==> src/rtl/ddr_single_access_if.sv <==
// MIG native application interface bundle shared by the single-access engine
// (master modport) and the memory controller side (slave modport).
interface ddr_single_access_if #(
  parameter int pAPP_DW = 128
) ();
  logic                 app_en;
  logic [2:0]           app_cmd;
  logic [29:0]          app_addr;
  logic                 app_rdy;
  logic [pAPP_DW-1:0]   app_wdf_data;
  logic [pAPP_DW/8-1:0] app_wdf_mask;
  logic                 app_wdf_wren;
  logic                 app_wdf_end;
  logic                 app_wdf_rdy;
  logic [pAPP_DW-1:0]   app_rd_data;
  logic                 app_rd_data_valid;

  modport master (
    output app_en, app_cmd, app_addr, app_wdf_data, app_wdf_mask, app_wdf_wren, app_wdf_end,
    input  app_rdy, app_wdf_rdy, app_rd_data, app_rd_data_valid
  );

  modport slave (
    input  app_en, app_cmd, app_addr, app_wdf_data, app_wdf_mask, app_wdf_wren, app_wdf_end,
    output app_rdy, app_wdf_rdy, app_rd_data, app_rd_data_valid
  );
endinterface

==> src/rtl/ddr_single_access.sv <==
// One 64-bit DDR3 read or write over the MIG app interface per held request level.
// Optional stall timeout enabled by defining DDR_SINGLE_TIMEOUT_EN.
module ddr_single_access #(
  parameter int pAPP_DW       = 128,
  parameter int pTIMEOUT_BITS = 16
) (
  input  logic        ui_clk,
  input  logic        reset_n,
  input  logic        req_write,
  input  logic        req_read,
  input  logic [29:0] req_addr,
  input  logic [63:0] req_wdata,
  output logic [63:0] rdata,
  output logic        done,
  output logic        busy,
  output logic        timeout_err,
  input  logic        init_calib_complete,
  output logic        arb_req,
  input  logic        arb_gnt,
  ddr_single_access_if.master app
);

  localparam logic [2:0] IDLE     = 3'd0;
  localparam logic [2:0] WAIT_GNT = 3'd1;
  localparam logic [2:0] WRITE    = 3'd2;
  localparam logic [2:0] RD_CMD   = 3'd3;
  localparam logic [2:0] RD_DATA  = 3'd4;
  localparam logic [2:0] DONE     = 3'd5;
  localparam logic [2:0] REARM    = 3'd6;

  localparam logic [2:0] CMD_WR = 3'b000;
  localparam logic [2:0] CMD_RD = 3'b001;
  localparam int         LANES  = pAPP_DW / 64;

  logic [2:0]  state, state_d;
  logic        tmo_hit, tmo_fire;
  logic        cmd_flag, data_flag;
  logic        lat_write;
  logic [27:0] lat_addr;
  logic [63:0] lat_wdata;
  logic        half;
  logic        unused_addr_lsb;

  assign half            = lat_addr[0];
  assign unused_addr_lsb = ^req_addr[1:0];

  // Active-high "do not write" mask leaving only the selected 64-bit lane enabled
  function automatic logic [pAPP_DW/8-1:0] lane_mask(input logic h);
    logic [pAPP_DW/8-1:0] m;
    int                   lo;
    m  = '1;
    lo = h ? 8 : 0;
    m[lo +: 8] = 8'h00;
    return m;
  endfunction

  function automatic logic [63:0] lane_sel(input logic [pAPP_DW-1:0] d, input logic h);
    int lo;
    lo = h ? 64 : 0;
    return d[lo +: 64];
  endfunction

`ifdef DDR_SINGLE_TIMEOUT_EN
  logic [pTIMEOUT_BITS-1:0] tmo_cnt;
  logic                     tmo_active;

  assign tmo_active = (state == WAIT_GNT) || (state == WRITE) ||
                      (state == RD_CMD)   || (state == RD_DATA);
  assign tmo_hit    = tmo_active && (&tmo_cnt);

  always_ff @(posedge ui_clk or negedge reset_n) begin
    if (!reset_n)
      tmo_cnt <= '0;
    else if (state_d != state)
      tmo_cnt <= '0;
    else if (tmo_active)
      tmo_cnt <= tmo_cnt + {{(pTIMEOUT_BITS-1){1'b0}}, 1'b1};
  end
`else
  assign tmo_hit = 1'b0;
`endif

  // Normal completion takes priority over a timeout landing in the same cycle
  always_comb begin
    state_d  = state;
    tmo_fire = 1'b0;
    case (state)
      IDLE:
        if (init_calib_complete && (req_write || req_read)) state_d = WAIT_GNT;
      WAIT_GNT:
        if (arb_gnt)      state_d = lat_write ? WRITE : RD_CMD;
        else if (tmo_hit) begin state_d = DONE; tmo_fire = 1'b1; end
      WRITE:
        if (cmd_flag && data_flag) state_d = DONE;
        else if (tmo_hit)          begin state_d = DONE; tmo_fire = 1'b1; end
      RD_CMD:
        if (app.app_en && app.app_rdy) state_d = RD_DATA;
        else if (tmo_hit)              begin state_d = DONE; tmo_fire = 1'b1; end
      RD_DATA:
        if (app.app_rd_data_valid) state_d = DONE;
        else if (tmo_hit)          begin state_d = DONE; tmo_fire = 1'b1; end
      DONE:
        state_d = REARM;
      REARM:
        if (!req_write && !req_read) state_d = IDLE;
      default:
        state_d = IDLE;
    endcase
  end

  // Request payload is plain data: captured on acceptance, no reset needed
  always_ff @(posedge ui_clk) begin
    if (state == IDLE && state_d == WAIT_GNT) begin
      lat_write <= req_write;
      lat_addr  <= req_addr[29:2];
      lat_wdata <= req_wdata;
    end
  end

  always_ff @(posedge ui_clk or negedge reset_n) begin
    if (!reset_n) begin
      state            <= IDLE;
      rdata            <= '0;
      done             <= 1'b0;
      busy             <= 1'b0;
      timeout_err      <= 1'b0;
      arb_req          <= 1'b0;
      cmd_flag         <= 1'b0;
      data_flag        <= 1'b0;
      app.app_en       <= 1'b0;
      app.app_cmd      <= 3'b000;
      app.app_addr     <= '0;
      app.app_wdf_data <= '0;
      app.app_wdf_mask <= '0;
      app.app_wdf_wren <= 1'b0;
      app.app_wdf_end  <= 1'b0;
    end else begin
      state <= state_d;
      done  <= 1'b0;
      case (state)
        IDLE:
          if (state_d == WAIT_GNT) begin
            arb_req <= 1'b1;
            busy    <= 1'b1;
          end
        WAIT_GNT:
          if (state_d == WRITE) begin
            app.app_en       <= 1'b1;
            app.app_cmd      <= CMD_WR;
            app.app_addr     <= {lat_addr[27:1], 3'b000};
            app.app_wdf_data <= {LANES{lat_wdata}};
            app.app_wdf_mask <= lane_mask(half);
            app.app_wdf_wren <= 1'b1;
            app.app_wdf_end  <= 1'b1;
            cmd_flag         <= 1'b0;
            data_flag        <= 1'b0;
          end else if (state_d == RD_CMD) begin
            app.app_en   <= 1'b1;
            app.app_cmd  <= CMD_RD;
            app.app_addr <= {lat_addr[27:1], 3'b000};
          end
        WRITE: begin
          // Command and data channels complete independently, in either order
          cmd_flag         <= cmd_flag  | (app.app_en & app.app_rdy);
          data_flag        <= data_flag | (app.app_wdf_wren & app.app_wdf_rdy);
          app.app_en       <= app.app_en & ~app.app_rdy;
          app.app_wdf_wren <= app.app_wdf_wren & ~app.app_wdf_rdy;
          app.app_wdf_end  <= app.app_wdf_end & ~app.app_wdf_rdy;
        end
        RD_CMD:
          if (app.app_en && app.app_rdy) app.app_en <= 1'b0;
        RD_DATA:
          if (app.app_rd_data_valid) rdata <= lane_sel(app.app_rd_data, half);
        REARM:
          if (state_d == IDLE) busy <= 1'b0;
        default: ;
      endcase
      if (state_d == DONE && state != DONE) begin
        done             <= 1'b1;
        arb_req          <= 1'b0;
        app.app_en       <= 1'b0;
        app.app_wdf_wren <= 1'b0;
        app.app_wdf_end  <= 1'b0;
      end
      if (tmo_fire) timeout_err <= 1'b1;
    end
  end

endmodule

==> src/flat_wrapper.sv <==
// flat-port wrapper written by rule: the top's interface ports become plain ports
module ddr_single_access_flat 
#(
  parameter int pAPP_DW       = 128,
  parameter int pTIMEOUT_BITS = 16
)
  (ui_clk, reset_n, req_write, req_read, req_addr, req_wdata, rdata, done, busy, timeout_err, init_calib_complete, arb_req, arb_gnt, app_app_en, app_app_cmd, app_app_addr, app_app_wdf_data, app_app_wdf_mask, app_app_wdf_wren, app_app_wdf_end, app_app_rdy, app_app_wdf_rdy, app_app_rd_data, app_app_rd_data_valid);
  ddr_single_access_if #(.pAPP_DW(pAPP_DW)) app_i ();
  input  logic ui_clk;
  input  logic reset_n;
  input  logic req_write;
  input  logic req_read;
  input  logic [29:0] req_addr;
  input  logic [63:0] req_wdata;
  output logic [63:0] rdata;
  output logic done;
  output logic busy;
  output logic timeout_err;
  input  logic init_calib_complete;
  output logic arb_req;
  input  logic arb_gnt;
  output wire logic [$bits(app_i.app_en)-1:0] app_app_en;
  output wire logic [$bits(app_i.app_cmd)-1:0] app_app_cmd;
  output wire logic [$bits(app_i.app_addr)-1:0] app_app_addr;
  output wire logic [$bits(app_i.app_wdf_data)-1:0] app_app_wdf_data;
  output wire logic [$bits(app_i.app_wdf_mask)-1:0] app_app_wdf_mask;
  output wire logic [$bits(app_i.app_wdf_wren)-1:0] app_app_wdf_wren;
  output wire logic [$bits(app_i.app_wdf_end)-1:0] app_app_wdf_end;
  input wire logic [$bits(app_i.app_rdy)-1:0] app_app_rdy;
  input wire logic [$bits(app_i.app_wdf_rdy)-1:0] app_app_wdf_rdy;
  input wire logic [$bits(app_i.app_rd_data)-1:0] app_app_rd_data;
  input wire logic [$bits(app_i.app_rd_data_valid)-1:0] app_app_rd_data_valid;
  assign app_app_en = app_i.app_en;
  assign app_app_cmd = app_i.app_cmd;
  assign app_app_addr = app_i.app_addr;
  assign app_app_wdf_data = app_i.app_wdf_data;
  assign app_app_wdf_mask = app_i.app_wdf_mask;
  assign app_app_wdf_wren = app_i.app_wdf_wren;
  assign app_app_wdf_end = app_i.app_wdf_end;
  assign app_i.app_rdy = app_app_rdy;
  assign app_i.app_wdf_rdy = app_app_wdf_rdy;
  assign app_i.app_rd_data = app_app_rd_data;
  assign app_i.app_rd_data_valid = app_app_rd_data_valid;
  ddr_single_access #(.pAPP_DW(pAPP_DW), .pTIMEOUT_BITS(pTIMEOUT_BITS)) u_core (.ui_clk(ui_clk), .reset_n(reset_n), .req_write(req_write), .req_read(req_read), .req_addr(req_addr), .req_wdata(req_wdata), .rdata(rdata), .done(done), .busy(busy), .timeout_err(timeout_err), .init_calib_complete(init_calib_complete), .arb_req(arb_req), .arb_gnt(arb_gnt), .app(app_i));
endmodule
==> config.mk <==
export PLATFORM = sky130hd
export DESIGN_NAME = ddr_single_access_flat
export DESIGN_NICKNAME = d
export VERILOG_FILES = /design/src/rtl/ddr_single_access_if.sv /design/src/rtl/ddr_single_access.sv /design/src/flat_wrapper.sv
export SDC_FILE = /design/constraint.sdc
export NUM_CORES = 1
export LEC_CHECK = 0
export CORE_AREA = 5 5 182 184
export DETAILED_ROUTE_END_ITERATION = 8
export DIE_AREA = 0 0 187 189
export GPL_TIMING_DRIVEN = 0
export MAX_ROUTING_LAYER = met4
export PLACE_DENSITY = 0.69
export REMOVE_ABC_BUFFERS = 1
export SETUP_SLACK_MARGIN = 0.1
export SLEW_MARGIN = 20
export SYNTH_ARGS = -nofsm -noshare
export SYNTH_HDL_FRONTEND = slang
export SYNTH_SLANG_ARGS = --single-unit
==> constraint.sdc <==
create_clock -name ui_clk -period 9.6 [get_ports ui_clk]
set_input_delay 0.96 -clock ui_clk [delete_from_list [all_inputs] [get_ports ui_clk]]
set_output_delay 0.96 -clock ui_clk [all_outputs]
set_load 0.01 [all_outputs]
==> metrics.md <==
| Metric | Value |
|---|---|
| First-pass iteration count of the detailed router | 4 |
| Die width | approximately 190 um |
| Die area | 35340 um^2 |
| Status | finished clean |
| Vias in the first global route | between 7000 and 8000 |
| Post-synthesis sequential area ratio | 67.67% |
| Cell count after synthesis | around 710 |
| First-pass GRT wire length | approximately 46 mm |
| Clock buffer depth | 3 |
| Hpwl dp | approximately 23 mm |
| CP arrival | 3.76 ns |
| Port bufs | 470 |
| Synth Area per Inst | around 15 um^2 |
| Sequential standard cell area | around 7000 um^2 |
| CP Capture Type | flip-flop |
| Filler cells | 2679 |
| Detail Route Antenna Nets | 0 |
| Hold buffers post-CTS | 0 |
| Top cells by count, synth | 169 x dfrtp_1, 93 x edfxtp_1, 86 x mux2_2 |
| Final Instance Area | 16030 um^2 |
| Sink Count | 262 |
| Worst Hold Class | input port to async pin |
| Fin. max-slew vios | 0 |
| MaxCap Viol Count | 0 |
| Post-synth EDFFs | a little over 90 |
| Most frequent cell after synthesis | dfrtp_1 |
| Starting density of the core | between 30% and 40% |
| Achievable Freq | ~280 MHz |
| H-tree levels | 1 |
| Min Tclk post-route | 3.517 ns |
| Ys async rst share | between 60 and 70% |
| Mapped Area | approximately 10000 um^2 |
| Ys Warns | 0 |
| Area share of the largest cell type after synthesis | 40.76% |
| Primary FF master, synth | dfrtp_1 |
| Placed Cells | 1493 |
| Max transition margin | approximately 41% |
| Post-CTS Setup Bufs | 0 |
| Root Driver | clkbuf_16 |
| Netlist cell types | 36 |
| Slew @ Worst Pin | 0.8842 ns |
| Post-DR wirelength/cell | about 19 um |
| Critical path type | input port to flip-flop |
| Die Span Y | approximately 190 um |
| Post-layout util | about half |
| Gpl congestion | between 0.8 and 0.9 |
| GRT Total Usage | around 17% |
| Hold Vio Cnt, Final | 0 |
| First DRT Iteration DRCs | between 300 and 400 |
| Worst vdd ir | 188.1 uV |
| LEAKAGE | around 0.0064 uW |
| Pwr dens | between 300 and 400 nW/um^2 |
| Area grow syn2layout | 54.49% |
| TritonCTS clock tree | built |
| Post-DP Area | ~15000 um^2 |
| # IOs | between 400 and 500 |
| Post-synth top area cell | dfrtp_1 |
| RSZ-0062 raised after global routing | false |
| Non-Filler Instances | between 1500 and 2000 |
| Largest net degree at the start of global routing | 91 |
| Period utilization | 36.64% |
| Critical Path RT | between 9 and 10 ns |
| # rows | 65 |
| Area taken by multi-input logic gates | ~2600 um^2 |
| Gr ovfl total | 0 |
| PostCTS Resize Cnt | 0 |
| Clock slew at reported path FFs | about 0.06 ns |
| Ant. Diodes | 0 |
| Inserted Clock Buffers | 28 |
| Worst-Skew Late Latency | 0.53 ns |
| Vias/cell | roughly 4.5 |
| Flops & latches, synth | ~260 |
| Layout net count | about 1400 |
| Initial antenna violation count | 0 |
| Residual DRC | 0 |
| Top cells by area, synth | dfrtp_1 41%, edfxtp_1 27%, mux2_2 9.3%, mux2i_1 6.4%, buf_4 6.1% |
| Core Area | approximately 31000 um^2 |
| Setup Skew | around 0.0087 ns |
| Final setup fails | 0 |
| CP max FO | 8 |
| Via count | 6996 |
| Total Wirelength | around 30 mm |
| CP Launch Type | input port |
| Share of cells above drive strength 1 | 13.91% |
-- cell type report --
type                            count  share of cell area [%]
Clock buffer                       37                   4.777
Clock inverter                     15                  0.9913
Inverter                            4                 0.09366
Multi-Input combinational cell    330                   16.02
Sequential cell                   262                   43.80
Tap cell                          402                   3.138
Timing Repair Buffer              495                   31.17
-- state kept, by name (all words and copies together) (netlist names), 2 cells and up --
signal and flops:
u_core.app.app_wdf_data 64, u_core.rdata 64, u_core.state 3, u_core.app.app_addr 27
u_core.app.app_wdf_mask 2, u_core.lat_addr 28, u_core.lat_wdata 64
-- worst max-delay path: stages --
cell             delay [ns]
clkdlybuf4s50_1        0.49
nor2_1                 0.09
nor4_2                 0.74
buf_2                  0.35
buf_2                  0.25
buf_2                  0.23
buf_2                  0.22
buf_2                  0.23
buf_4                  0.19
-- per-stage QoR --
| step | setup slack [ns] | hold slack (ns) | TNS, ns | power [uW] |
|---|---|---|---|---|
| 3_5_place_dp | 5.500 | 0.4448 | 0 | 3964 |
| 5_1_grt | 5.768 | 0.4405 | 0 | 5280 |
| 2_1_floorplan | -1.117 | 0.4322 | -105.78 | 2580 |
| 3_3_place_gp | -7.055 | 0.4365 | -688.26 | 3940 |
| 6_report | 6.083 | 0.4035 | 0 | 4999 |
| 4_1_cts | 6.061 | 0.4487 | 0 | 5079 |
-- cells in the final DEF, fill, tap and decap left out, types with 7 or more instances in the layout --
cell type,instances
clkbuf_1,7
clkbuf_16,29
nor2_1,66
edfxtp_1,93
buf_2,12
clkdlybuf4s50_1,469
dfrtp_1,169
a21oi_1,67
mux2i_1,66
mux2_2,86
-- power by group --
part           leakage [uW]  switching, uW  internal (uW)
combinational       0.00315            809           1240
clock              0.000438            438            641
sequential          0.00285            287           1590
-- metal layers --
layer | track usage, % | wire length [um]
met5 | - | 0
met4 | 4.352 | 653
met3 | 5.273 | 2392
met2 | 28.66 | 14850
met1 | 19.73 | 12060
-- worst paths after layout --
check | cells after the start | slack (ns) | from | endpoint
min in group ui_clk | 1 | 0.45 | u_core.lat_wdata[62] | u_core.app.app_wdf_data[126]
setup reg to reg | 8 | 6.41 | u_core.state[1] | u_core.lat_wdata[35]
setup / recovery | 9 | 6.08 | req_write | u_core.lat_wdata[35]
max in group asynchronous | 2 | 8.28 | reset_n | u_core.rdata[55]
hold reg to reg | 1 | 0.45 | u_core.lat_wdata[62] | u_core.app.app_wdf_data[126]
hold / removal | 1 | 0.40 | reset_n | u_core.app.app_wdf_data[112]
-- logic make-up after synthesis --
group / synth area share (%)
multiplexers: 16.35
AO/OA/AOI/OAI: 4.667
other: 0.03614
buffers and inverters: 7.898
flip-flops: 67.67
AND/OR/NAND/NOR: 3.376
Power figures use the tool's default switching activity.
